===== config.mk =====
export PLATFORM = sky130hd
export DESIGN_NAME = grp_seq
export DESIGN_NICKNAME = d
export VERILOG_FILES = /design/src/rtl/grp_seq.sv
export SDC_FILE = /design/constraint.sdc
export NUM_CORES = 1
export LEC_CHECK = 0
export ABC_AREA = 1
export CORE_AREA = 5 5 94 96
export CTS_CLUSTER_SIZE = 12
export DETAILED_ROUTE_END_ITERATION = 12
export DIE_AREA = 0 0 99 101
export MAX_ROUTING_LAYER = met4
export PLACE_DENSITY = 0.68
export SETUP_SLACK_MARGIN = 0.15
export SKIP_CTS_REPAIR_TIMING = 1
export SYNTH_ARGS = -nofsm -noshare
export SYNTH_HDL_FRONTEND = slang
export SYNTH_SLANG_ARGS = --single-unit

===== constraint.sdc =====
create_clock -name clk_ -period 1.34 [get_ports clk_]
set_input_delay 0.268 -clock clk_ [delete_from_list [all_inputs] [get_ports clk_]]
set_output_delay 0.268 -clock clk_ [all_outputs]
set_load 0.01 [all_outputs]

===== src/rtl/grp_seq.sv =====
// ============================================================================
// Module   : grp_seq
// Purpose  : Register-group load/store sequencer; one memory word per register
//            over a req/ack handshake, with register-file select/write strobes.
// Revision : 1.0  initial release
// ============================================================================
`default_nettype none

module grp_seq (
   input  logic        clk_,
   input  logic        reset,
   input  logic        start,
   input  logic [1:0]  grp,
   input  logic        dir,
   input  logic [15:0] base_addr,
   input  logic        abort,
   output logic        busy,
   output logic        done,
   output logic        mem_req,
   output logic        mem_we,
   output logic [15:0] mem_addr,
   output logic [15:0] mem_wdata,
   input  logic        mem_ack,
   input  logic [15:0] mem_rdata,
   output logic [2:0]  reg_sel,
   input  logic [15:0] reg_rdata,
   output logic        reg_we,
   output logic [15:0] reg_wdata
);

   localparam logic [1:0] C_ST_IDLE = 2'd0;
   localparam logic [1:0] C_ST_REQ  = 2'd1;
   localparam logic [1:0] C_ST_WB   = 2'd2;
   localparam logic [1:0] C_ST_DONE = 2'd3;

   logic [1:0]  r_state;
   logic [1:0]  w_state_nxt;
   logic        r_dir;
   logic [15:0] r_addr;
   logic [2:0]  r_sel;
   logic [2:0]  r_cnt;
   logic [15:0] r_wdata;
   logic        w_last;
   logic        w_advance;

   assign w_last = (r_cnt == 3'd0);

   // Step to the next word: after a store ack, or at the end of a load write-back
   assign w_advance = !abort && !w_last &&
                      (((r_state == C_ST_REQ) && mem_ack && r_dir) ||
                       (r_state == C_ST_WB));

   always_ff @(posedge clk_) begin
      if (reset) begin
         r_state <= C_ST_IDLE;
      end else begin
         r_state <= w_state_nxt;
      end
   end

   always_comb begin
      w_state_nxt = r_state;
      case (r_state)
         C_ST_IDLE: begin
            if (start) begin
               w_state_nxt = C_ST_REQ;
            end
         end
         C_ST_REQ: begin
            if (abort) begin
               w_state_nxt = C_ST_IDLE;
            end else if (mem_ack) begin
               if (!r_dir) begin
                  w_state_nxt = C_ST_WB;
               end else if (w_last) begin
                  w_state_nxt = C_ST_DONE;
               end else begin
                  w_state_nxt = C_ST_REQ;
               end
            end
         end
         C_ST_WB: begin
            if (abort) begin
               w_state_nxt = C_ST_IDLE;
            end else if (w_last) begin
               w_state_nxt = C_ST_DONE;
            end else begin
               w_state_nxt = C_ST_REQ;
            end
         end
         default: begin
            w_state_nxt = C_ST_IDLE;
         end
      endcase
   end

   always_ff @(posedge clk_) begin
      if (reset) begin
         r_dir   <= 1'b0;
         r_addr  <= 16'h0000;
         r_sel   <= 3'd0;
         r_cnt   <= 3'd0;
         r_wdata <= 16'h0000;
      end else begin
         if ((r_state == C_ST_IDLE) && start) begin
            r_dir  <= dir;
            r_addr <= base_addr;
            r_sel  <= (grp == 2'd3) ? 3'd5 : 3'd1;
            case (grp)
               2'd0:    r_cnt <= 3'd1;
               2'd1:    r_cnt <= 3'd2;
               2'd2:    r_cnt <= 3'd6;
               default: r_cnt <= 3'd2;
            endcase
         end else if (w_advance) begin
            r_addr <= r_addr + 16'd1;
            r_sel  <= r_sel + 3'd1;
            r_cnt  <= r_cnt - 3'd1;
         end
         if ((r_state == C_ST_REQ) && mem_ack && !abort && !r_dir) begin
            r_wdata <= mem_rdata;
         end
      end
   end

   always_comb begin
      busy      = (r_state != C_ST_IDLE);
      done      = (r_state == C_ST_DONE);
      mem_req   = (r_state == C_ST_REQ);
      reg_we    = (r_state == C_ST_WB);
      mem_we    = r_dir;
      mem_addr  = r_addr;
      reg_sel   = r_sel;
      reg_wdata = r_wdata;
      mem_wdata = (r_state == C_ST_REQ) ? reg_rdata : 16'h0000;
   end

endmodule

`default_nettype wire


==> metrics.md <==
| Metric | Value |
|---|---|
| CP Launch Type | flop |
| Final Max Slew Viols | 0 |
| Final hold vios | 0 |
| Root Driver | clkbuf_8 |
| Setup WS post-layout | -0.167 ns |
| CP peak stage delay | 0.39 ns |
| Net Switching | 0.00118 W |
| Fmax | 664 MHz |
| Asr flop ratio synth | 0% |
| Number of flops mapped to enable cells by yosys | 0 |
| Failing checks | setup timing |
| Synthesis-to-finish area growth | 93.1% |
| Routed met2 length | 4520 um |
| H-tree Lvls | 2 |
| Critical Path AT | 1.24 ns |
| Synth Area in Adders | 2.17% |
| Reg area | 853 um2 |
| Total track usage | 15.6% |
| Synth Warn # | 0 |
| RSZ-0062 raised after global routing | yes |
| Pwr per Cell Area | 812 nW/um2 |
| Io pins | 112 |
| Vias per cell | 4.59 |
| Power Total | 0.00362 W |
| Share of layout cells above drive strength 1 | 31.9% |
| Fin Hold WS | 0.435 ns |
| TritonCTS clock tree | built |
| Fin crit share | 112% |
| Clk buf depth | 2 |
| Critical path fanouts, max | 5 |
| Avg WL per Cell | 13.6 um |
| DR vias | 2889 |
| CP most frequent cell | buf_6 |
| Row count | 33 |
| Final Instance Area | 4460 um2 |
| Worst Path Required | 1.07 ns |
| Switching share of total power | 32.6% |
| Nets | 583 |
| Placer Congestion | 0.856 |
| # fillers | 727 |
| Status | finished, violations left |
| Gr ovfl total | 0 |
| Final setup viols | 37 |
| Global-route wire length before repair | 12600 um |
| Drt drc | 0 |
| Top Layer Used | met4 |
| Mux cell area share after synthesis | 0% |
| Post-synthesis sequential area ratio | 35.6% |
| Initial antenna violation count | 0 |
| Core Area | 7970 um2 |
| Sum of negative setup slack | -2.94 ns |
| Input/output buffers | 111 |
| Crit Path Class | reg -> out |
| Crit-path slowest cell | dfxtp_4 |
| Top post-synthesis cells by area | dfxtp_1, nor2_1, nand2_1, inv_1, o21ai_0 |
| Peak VDD IR | 0.426 mV |
| Sequential power share | 39.3% |
| Dpl hpwl | 6010 um |
| Die W | 99 um |
| Reg clk slew, reported paths | 0.09 ns |
| Post-DP Area | 3810 um2 |
| Worst Setup End Kind | primary output |
| DRT Pass-1 Iters | 4 |
| Area of the multi-input gates | 1500 um2 |
| Leak Pwr | 2.45 nW |
| Chip height | 101 um |
| Max-slew headroom | 79.3% |
| Final wirelength | 8530 um |
| Slew @ Worst Pin | 0.310 ns |
| Syn Std Cell Area | 2310 um2 |
| Die footprint | 10000 um2 |
| Synth cell count leaders | nor2_1, nand2_1, inv_1, dfxtp_1, o21ai_0 |
| Initial Util | 29.0% |
| Met1 wire length | 3610 um |
| Worst min path class | in -> reg |
| Count leader, synth | nor2_1 |
| Synthesized-area fraction occupied by and/or/nand/nor cells | 34.6% |
| Clock network fraction of design power | 24.3% |
| Detail Route Antenna Nets | 0 |
| Crit-path cells | buf_6, nor2_4, inv_2, buf_4, buf_6 |
| Power share of the combinational group | 36.3% |
| Cell variety after synth | 30 |
| Mean post-synth cell area | 6.27 um2 |
| Share of the synthesized area in the top cell type | 35.6% |
| Met3 WL post-DR | 351 um |
| Worst Skew | 0.00722 ns |
| Total CTS buffers | 5 |
| Largest net degree at the start of global routing | 28 |
| Max-capacitance violation count | 0 |
| Compound-Gate Fraction of Synth Area | 14.2% |
| Iter 0 DRT Violations | 93 |
| Final core occ | 55.9% |
| Post-layout min period | 1.51 ns |
| Pint | 0.00244 W |
| Area leader, netlist | dfxtp_1 |
| Mapped Cells | 368 |
| Main synth FF type | dfxtp_1 |
| Xor and xnor area share after synthesis | 1.52% |
| Clk_lat worst skew | 0.30 ns |
| Vias in the first global route | 2711 |
| Post-synth net total | 428 |
| Ant. Diodes | 0 |
| Largest family of logic cells by synthesized area | simple AND/OR/NAND/NOR gates |
| Clk sinks | 41 |
| Yosys reg bits | 41 |
## logic make-up (layout without fill, tap and decap cells)
kind of cell               count (synthesis)  count (layout)
xor gates and xnor gates                   4               4
buffers and inverters                     66             220
DFF                                       41              41
and+or+nand+nor                          191             193
adders and majority gates                  4               4
AOI/OAI and AO/OA                         62              62
## layout by cell type, fill, tap and decap left out, types with 2 or more instances in the layout
master           instances
a21oi_1                 13
a21oi_2                  3
buf_12                   3
buf_2                   11
buf_4                   32
buf_6                   19
clkbuf_16                3
clkbuf_2                 3
clkbuf_8                 6
clkdlybuf4s50_1         54
dfxtp_1                 23
dfxtp_2                 14
dfxtp_4                  4
dlymetal6s2s_1          36
ha_1                     2
inv_1                   41
inv_2                    6
nand2_1                 62
nand2_2                  4
nand2_8                  4
nand3_1                 26
nand4_1                  5
nor2_1                  65
nor2_2                  14
nor2_4                   6
nor3_1                   2
o211ai_1                 2
o21ai_0                 12
o21ai_1                  7
o21ai_2                 20
o21ai_4                  2
xor2_1                   3
## state kept, by name (all words and copies together), names as in the netlist
name and count:
r_cnt 3, reg_wdata 16, mem_we 1, reg_sel 3, mem_addr 16, r_state 2
## metrics by stage
stage / std cells / setup WS, ns
floorplan: 368 / 0.0802
global placement: 602 / -0.347
detailed placement: 602 / -0.362
CTS: 610 / -0.485
global route: 629 / -0.230
finish: 629 / -0.167
## cell type report
class	count	area share, %
clock inverter	2	0.309
clock buffer	6	1.85
sequential	41	19.2
tap	105	2.95
multi-input combinational	263	33.7
timing repair buffer	162	37.4
inverter	50	4.66
## worst max-delay path: cells and delay by family (launching register included)
family | cells | cell delay [ns]
and+or+nand+nor | 1 | 0.12
DFF | 1 | 0.39
buffers and inverters | 4 | 0.43
## layer usage
metal / global-route usage (%) / vias to the layer above
li1: - / 1476
met1: 18.2 / 1335
met2: 27.7 / 73
met3: 2.77 / 5
met4: 4.31 / 0
met5: - / -
## power by group through the flow
stage                     clock network [W]  logic, W  registers [W]
final                              0.000881   0.00131        0.00142
after global routing               0.000960   0.00143        0.00144
after CTS                          0.000908   0.00110        0.00141
after detailed placement                  0   0.00109        0.00144
after global placement                    0   0.00107        0.00143
after floorplan                           0  0.000465        0.00146
## path summary, 6_finish.rpt
check,startpoint,end,slack (ns),depth (start not counted)
worst max-delay path,r_state[0],busy,-0.17,5
worst min-delay path,mem_ack,mem_addr[2],0.43,5
worst max register to register,r_state[0],r_cnt[1],-0.16,10
worst min register to register,reg_sel[1],reg_sel[1],0.47,2
Note: power is estimated with default switching activity, not from simulation.
